$ cat src/rtl/fuji_ps2_pkg.sv
// Shared types and constants for the FujiIIe PS/2 keyboard input path.
package fuji_ps2_pkg;

    typedef enum logic [1:0] {
        ST_IDLE   = 2'd0,
        ST_DATA   = 2'd1,
        ST_PARITY = 2'd2,
        ST_STOP   = 2'd3
    } ps2_state_e;

    localparam logic [7:0] PS2_PREFIX_EXT = 8'hE0;
    localparam logic [7:0] PS2_PREFIX_REL = 8'hF0;

    typedef struct packed {
        logic       extended;
        logic       released;
        logic [7:0] code;
    } ps2_event_t;

    // PS/2 uses odd parity across the eight data bits plus the parity bit.
    function automatic logic ps2_parity_ok(input logic [7:0] data, input logic par);
        return ^{par, data};
    endfunction

endpackage

$ cat src/rtl/ps2_input_filter.sv
// Two-flop synchronizer followed by a glitch filter that accepts a new level
// only after FILTER_CYCLES consecutive equal synchronized samples.
module ps2_input_filter #(
    parameter int unsigned FILTER_CYCLES = 8,
    parameter logic        RESET_LEVEL   = 1'b1
) (
    input  logic clk_i,
    input  logic rst_i,
    input  logic pin_i,
    output logic level_o
);

    localparam int unsigned CW = (FILTER_CYCLES > 1) ? $clog2(FILTER_CYCLES) : 1;
    localparam logic [CW-1:0] LAST = CW'(FILTER_CYCLES - 1);

    logic [1:0]    sync_q;
    logic          level_q, level_d;
    logic [CW-1:0] cnt_q, cnt_d;

    always_comb begin
        level_d = level_q;
        cnt_d   = '0;
        if (sync_q[1] != level_q) begin
            if (cnt_q == LAST) begin
                level_d = sync_q[1];
            end else begin
                cnt_d = cnt_q + CW'(1);
            end
        end
    end

    always_ff @(posedge clk_i or posedge rst_i) begin
        if (rst_i) begin
            sync_q  <= {2{RESET_LEVEL}};
            level_q <= RESET_LEVEL;
            cnt_q   <= '0;
        end else begin
            sync_q  <= {sync_q[0], pin_i};
            level_q <= level_d;
            cnt_q   <= cnt_d;
        end
    end

    assign level_o = level_q;

endmodule

$ cat src/rtl/ps2_keyboard_receiver.sv
// PS/2 device-to-host frame receiver with prefix folding and a small
// first-word fall-through event FIFO using valid/ready output handshake.
module ps2_keyboard_receiver
    import fuji_ps2_pkg::*;
#(
    parameter int unsigned FILTER_CYCLES  = 8,
    parameter int unsigned TIMEOUT_CYCLES = 200000,
    parameter int unsigned FIFO_DEPTH     = 4
) (
    input  logic       clk_100M,
    input  logic       reset,
    input  logic       ps2_clk,
    input  logic       ps2_data,
    output logic       event_valid,
    input  logic       event_ready,
    output logic [7:0] event_code,
    output logic       event_extended,
    output logic       event_release,
    output logic       frame_error,
    output logic       overflow
);

    localparam int unsigned TW = $clog2(TIMEOUT_CYCLES + 1);
    localparam int unsigned AW = $clog2(FIFO_DEPTH);
    localparam logic [TW-1:0] TIMEOUT_LAST = TW'(TIMEOUT_CYCLES - 1);

    logic clk_filt;
    logic data_filt;
    logic clk_prev_q;
    logic fall_w;

    ps2_input_filter #(
        .FILTER_CYCLES(FILTER_CYCLES),
        .RESET_LEVEL  (1'b1)
    ) u_clk_filt (
        .clk_i  (clk_100M),
        .rst_i  (reset),
        .pin_i  (ps2_clk),
        .level_o(clk_filt)
    );

    ps2_input_filter #(
        .FILTER_CYCLES(FILTER_CYCLES),
        .RESET_LEVEL  (1'b1)
    ) u_data_filt (
        .clk_i  (clk_100M),
        .rst_i  (reset),
        .pin_i  (ps2_data),
        .level_o(data_filt)
    );

    assign fall_w = clk_prev_q & ~clk_filt;

    // ------------------------------------------------------------------
    // Frame FSM
    // ------------------------------------------------------------------
    ps2_state_e    state_q, state_d;
    logic [7:0]    shift_q, shift_d;
    logic [2:0]    bitcnt_q, bitcnt_d;
    logic          parity_q, parity_d;
    logic [TW-1:0] timeout_q, timeout_d;
    logic          rx_done_q, rx_done_d;
    logic [7:0]    rx_byte_q, rx_byte_d;
    logic          frame_error_q, frame_error_d;

    always_comb begin
        state_d       = state_q;
        shift_d       = shift_q;
        bitcnt_d      = bitcnt_q;
        parity_d      = parity_q;
        timeout_d     = timeout_q;
        rx_done_d     = 1'b0;
        rx_byte_d     = rx_byte_q;
        frame_error_d = 1'b0;

        if (state_q == ST_IDLE) begin
            timeout_d = '0;
            if (fall_w && !data_filt) begin
                state_d  = ST_DATA;
                bitcnt_d = '0;
            end
        end else if (fall_w) begin
            timeout_d = '0;
            case (state_q)
                ST_DATA: begin
                    shift_d  = {data_filt, shift_q[7:1]};
                    bitcnt_d = bitcnt_q + 3'd1;
                    if (bitcnt_q == 3'd7) begin
                        state_d = ST_PARITY;
                    end
                end
                ST_PARITY: begin
                    parity_d = data_filt;
                    state_d  = ST_STOP;
                end
                ST_STOP: begin
                    state_d = ST_IDLE;
                    if (data_filt && ps2_parity_ok(shift_q, parity_q)) begin
                        rx_done_d = 1'b1;
                        rx_byte_d = shift_q;
                    end else begin
                        frame_error_d = 1'b1;
                    end
                end
                default: state_d = ST_IDLE;
            endcase
        end else if (timeout_q == TIMEOUT_LAST) begin
            // TIMEOUT_CYCLES cycles have elapsed since the last fall.
            state_d       = ST_IDLE;
            timeout_d     = '0;
            frame_error_d = 1'b1;
        end else begin
            timeout_d = timeout_q + TW'(1);
        end
    end

    always_ff @(posedge clk_100M or posedge reset) begin
        if (reset) begin
            clk_prev_q    <= 1'b1;
            state_q       <= ST_IDLE;
            shift_q       <= '0;
            bitcnt_q      <= '0;
            parity_q      <= 1'b0;
            timeout_q     <= '0;
            rx_done_q     <= 1'b0;
            rx_byte_q     <= '0;
            frame_error_q <= 1'b0;
        end else begin
            clk_prev_q    <= clk_filt;
            state_q       <= state_d;
            shift_q       <= shift_d;
            bitcnt_q      <= bitcnt_d;
            parity_q      <= parity_d;
            timeout_q     <= timeout_d;
            rx_done_q     <= rx_done_d;
            rx_byte_q     <= rx_byte_d;
            frame_error_q <= frame_error_d;
        end
    end

    // ------------------------------------------------------------------
    // Prefix decode and event FIFO
    // ------------------------------------------------------------------
    logic          ext_q, ext_d;
    logic          rel_q, rel_d;
    logic          overflow_q, overflow_d;
    logic          push_w;
    logic          push_ok;
    logic          pop_w;
    logic          empty_w;
    logic          full_w;
    ps2_event_t    push_evt;
    ps2_event_t    head;
    ps2_event_t    mem_q [FIFO_DEPTH];
    logic [AW:0]   wr_ptr_q, wr_ptr_d;
    logic [AW:0]   rd_ptr_q, rd_ptr_d;

    assign empty_w = (wr_ptr_q == rd_ptr_q);
    assign full_w  = (wr_ptr_q[AW] != rd_ptr_q[AW]) &&
                     (wr_ptr_q[AW-1:0] == rd_ptr_q[AW-1:0]);
    assign pop_w   = !empty_w && event_ready;

    always_comb begin
        ext_d    = ext_q;
        rel_d    = rel_q;
        push_w   = 1'b0;
        push_evt = '{extended: ext_q, released: rel_q, code: rx_byte_q};
        if (rx_done_q) begin
            if (rx_byte_q == PS2_PREFIX_EXT) begin
                ext_d = 1'b1;
            end else if (rx_byte_q == PS2_PREFIX_REL) begin
                rel_d = 1'b1;
            end else begin
                push_w = 1'b1;
                ext_d  = 1'b0;
                rel_d  = 1'b0;
            end
        end
        if (frame_error_d) begin
            ext_d = 1'b0;
            rel_d = 1'b0;
        end
    end

    // A full FIFO still accepts the push when the head is popped the same cycle.
    assign push_ok    = push_w && (!full_w || pop_w);
    assign overflow_d = push_w && full_w && !pop_w;
    assign wr_ptr_d   = push_ok ? wr_ptr_q + (AW+1)'(1) : wr_ptr_q;
    assign rd_ptr_d   = pop_w   ? rd_ptr_q + (AW+1)'(1) : rd_ptr_q;

    always_ff @(posedge clk_100M or posedge reset) begin
        if (reset) begin
            ext_q      <= 1'b0;
            rel_q      <= 1'b0;
            overflow_q <= 1'b0;
            wr_ptr_q   <= '0;
            rd_ptr_q   <= '0;
            for (int unsigned i = 0; i < FIFO_DEPTH; i++) begin
                mem_q[i] <= '0;
            end
        end else begin
            ext_q      <= ext_d;
            rel_q      <= rel_d;
            overflow_q <= overflow_d;
            wr_ptr_q   <= wr_ptr_d;
            rd_ptr_q   <= rd_ptr_d;
            if (push_ok) begin
                mem_q[wr_ptr_q[AW-1:0]] <= push_evt;
            end
        end
    end

    assign head           = mem_q[rd_ptr_q[AW-1:0]];
    assign event_valid    = !empty_w;
    assign event_code     = head.code;
    assign event_extended = head.extended;
    assign event_release  = head.released;
    assign frame_error    = frame_error_q;
    assign overflow       = overflow_q;

endmodule

$ cat config.mk
export PLATFORM = sky130hd
export DESIGN_NAME = ps2_keyboard_receiver
export DESIGN_NICKNAME = d
export VERILOG_FILES = /design/src/rtl/fuji_ps2_pkg.sv /design/src/rtl/ps2_input_filter.sv /design/src/rtl/ps2_keyboard_receiver.sv
export SDC_FILE = /design/constraint.sdc
export NUM_CORES = 1
export LEC_CHECK = 0
export ABC_AREA = 1
export BUFFER_PORTS_ARGS = -buffer_cell sky130_fd_sc_hd__buf_4
export CORE_ASPECT_RATIO = 0.9
export CORE_MARGIN = 5
export CORE_UTILIZATION = 25
export DETAILED_ROUTE_END_ITERATION = 8
export SLEW_MARGIN = 20
export SYNTH_ARGS = -nofsm -noshare
export SYNTH_HDL_FRONTEND = slang
export SYNTH_SLANG_ARGS = --single-unit
$ cat constraint.sdc
create_clock -name clk_100M -period 4 [get_ports clk_100M]
set_input_delay 0.8 -clock clk_100M [delete_from_list [all_inputs] [get_ports clk_100M]]
set_output_delay 0.8 -clock clk_100M [all_outputs]
set_load 0.02 [all_outputs]
==> impl_metrics.py <==
metrics = {
    "die": {
        "rows": 49,
        "die-height_um": 144.7,
        "die-area_mm2": 0.02311,
        "start_util": 0.2530,
        "core_area_mm2": 0.01993,
        "die_x_um": 159.7,
        "ioPinCount": 18,
    },
    "critical_path": {
        "cp_max_fo": 23,
        "path_class": "reg2out",
        "cp.required_ps": 3200,
        "crit_path_end_kind": "output pin",
        "worstReg2RegEnd": "mem_q[20]",
        "worstPathArrival_ps": 2120,
        "r2r_setup_slack_ps": 1500,
        "r2r_start": "rd_ptr_q[0]",
        "ff2ff_path_depth": 5,
        "cp-start-kind": "flop",
        "cp-startpoint": "rd_ptr_q[0]",
    },
    "yosys": {
        "synthesis.nets": 602,
        "yosysSeqAreaShare": 0.5180,
        "yosysTopAreaCellShare": 0.4815,
        "ys.flop_type": "dfrtp_1",
        "synthesis.area_mm2": 0.005041,
        "yosys.area.top_type": "dfrtp_1",
        "yosys_warnings": 0,
        "synth-edff-count": 0,
        "syn_inst": 580,
        "async_flop_share": 1.000,
        "yosysUniqueCellTypes": 36,
        "syn_area_per_cell_um2": 8.692,
        "ys_ff_latch": 104,
        "synth_area_leaders": "dfrtp_1, nand2_1, o21ai_0, inv_1, ha_1",
    },
    "cts": {
        "cts_tree": "built",
        "cts_max_path_buffers": 2,
        "insertion_delay_ps": 360,
        "post_cts.repair.setup_buffers": 0,
        "root_buffer": "clkbuf_16",
        "cts_resized": 0,
        "clk_pin_slew_ps": 80,
        "cts-hold-fix-buffers": 0,
        "numClockSinks": 104,
        "htree_levels": 3,
        "numCtsBuffers": 9,
    },
    "cells_and_area": {
        "syn2layout_area_growth_pct": 13.38,
        "fillers": 2104,
        "final_layout_size_suffix_gt1_frac": 0.1271,
        "seqCellArea_mm2": 0.002611,
        "diodes": 0,
        "fin_nets": 615,
        "multi_input_area_mm2": 0.002102,
        "post-route-util": 0.2868,
    },
    "global_route": {
        "grt.total_usage": 0.08954,
        "grt_pass1_vias": 3425,
        "antenna_found_initial": 0,
        "overflow": 0,
        "grt_max_degree": 66,
        "grt_pass1_wl_um": 16920,
    },
    "power": {
        "swShare": 0.2985,
        "leakage_nw": 2.584,
        "p_comb_frac": 0.130,
        "peakVddDrop_v": 0.0001997,
        "p_switching_w": 0.0007070,
        "clkPwrFrac": 0.369,
        "power_density_mw_per_mm2": 414.3,
        "p_seq_frac": 0.501,
        "p_int_w": 0.001661,
    },
    "hold_path": {
        "whs_endpoint": "u_clk_filt.sync_q[1]",
        "holdPathStages": 0,
        "holdCritStartpoint": "u_clk_filt.sync_q[0]",
        "hold_path_class": "reg2reg",
    },
    "run": {
        "cap_violations": 0,
    },
    "route": {
        "vias_per_cell": 4.281,
        "vias": 3652,
        "first_pass_iters": 5,
        "drcViolationCount": 0,
        "ant_nets": 0,
        "routed_wl_um": 9666,
        "drt_iter0_drc": 199,
        "routedWlPerCell_um": 11.33,
    },
    "sta": {
        "fmax_mhz": 342.3,
        "setup_viol": 0,
        "finalMaxSlewViolations": 0,
        "clock_skew_ps": 10.39,
        "grt_setup_unrepaired": "false",
        "min_period_ps": 2921,
        "fin_crit_sh": 0.7303,
        "worst_slew_pin_slew_ps": 813.1,
        "relSlewSlack": 0.4579,
        "hold_violations": 0,
        "fin_tns_setup_ps": 0,
    },
    "placement": {
        "hpwl_um": 6869,
        "place_congestion": 0.7670,
        "port_buffers": 17,
    },
    "outcome": {
        "status": "finished clean",
    },
}
[Yosys cell counts, drive strengths merged (10+ instances only)]
master / instances
buf: 10
inv: 64
nor2: 59
o21ai: 77
nand4: 15
o22ai: 10
nand2: 144
nand3: 23
a21oi: 11
ha: 17
nor3: 17
dfrtp: 97
[routing by layer]
layer / up-vias / global-route usage / share of wire
met3: 9 / 0.02775 / 0.045
met1: 1679 / 0.1238 / 0.53
li1: 1915 / - / -
met5: - / 0 / 0
met4: 0 / 0.03151 / 0.013
met2: 49 / 0.1335 / 0.41
[final cells by class]
cell class                 count  area share
tap                          255     0.05582
inverter                      64     0.04247
clock buffer                   9     0.03940
timing repair buffer          19     0.02496
sequential                   104      0.4569
multi-input combinational    395      0.3678
clock inverter                 7     0.01270
[layout by cell type (no fill, tap or decap), drive strengths merged, types with 9 or more instances in the layout]
| master | instances |
|---|---|
| nor3 | 17 |
| inv | 67 |
| nand3 | 23 |
| nor2 | 59 |
| buf | 19 |
| ha | 17 |
| o21ai | 77 |
| clkbuf | 9 |
| o22ai | 10 |
| nand4 | 15 |
| a21oi | 11 |
| dfrtp | 97 |
| nand2 | 144 |
[flip-flops by register name, indices dropped and copies added, names as in the netlist, 3 cells and up]
signal             count
bitcnt_q               3
mem_q                 40
rd_ptr_q               3
rx_byte_q              8
shift_q                8
timeout_q             18
u_clk_filt.cnt_q       3
u_data_filt.cnt_q      3
wr_ptr_q               3
[stage by stage]
step                      hold WS, ps  setup WS [ps]  instances  total power, W  area [µm²]
after floorplan                 345.2          479.4        580        0.001457        5041
after global placement          346.4           1524        837        0.001515        5418
after detailed placement        349.0           1448        837        0.001520        5418
after CTS                       359.7           1042        853        0.002408        5715
after global routing            364.5          871.5        853        0.002510        5715
final                           358.6           1079        853        0.002368        5715
[power by group through the flow]
stage / combinational, W / sequential [W] / clock, W
global route: 0.000360 / 0.00120 / 0.000951
CTS: 0.000315 / 0.00119 / 0.000907
finish: 0.000308 / 0.00119 / 0.000874
detailed placement: 0.000313 / 0.00121 / 0
global placement: 0.000310 / 0.00120 / 0
floorplan: 0.000278 / 0.00118 / 0
[worst max path at each step]
stage | end | slack [ps] | cells past startpoint
after floorplan | bitcnt_q[0] | 480 | 1
after global placement | event_code[3] | 1520 | 4
after detailed placement | event_code[3] | 1450 | 4
after CTS | event_code[3] | 1040 | 4
after global routing | event_code[1] | 870 | 4
final | event_code[3] | 1080 | 4
[critical path, stage by stage (launching register included)]
cell     delay, ps
dfrtp_1        730
inv_1          450
o21ai_0        270
o22ai_1        130
buf_4          180
[cell families after synthesis]
family                     after synthesis  share of synthesized area
AOI/OAI and AO/OA                      101                     0.1040
xor gates and xnor gates                12                    0.02085
adders and majority gates               17                    0.04219
buffers and inverters                   81                    0.06503
DFF                                    104                     0.5180
and+or+nand+nor                        265                     0.2499
Power figures use the tool's default switching activity.
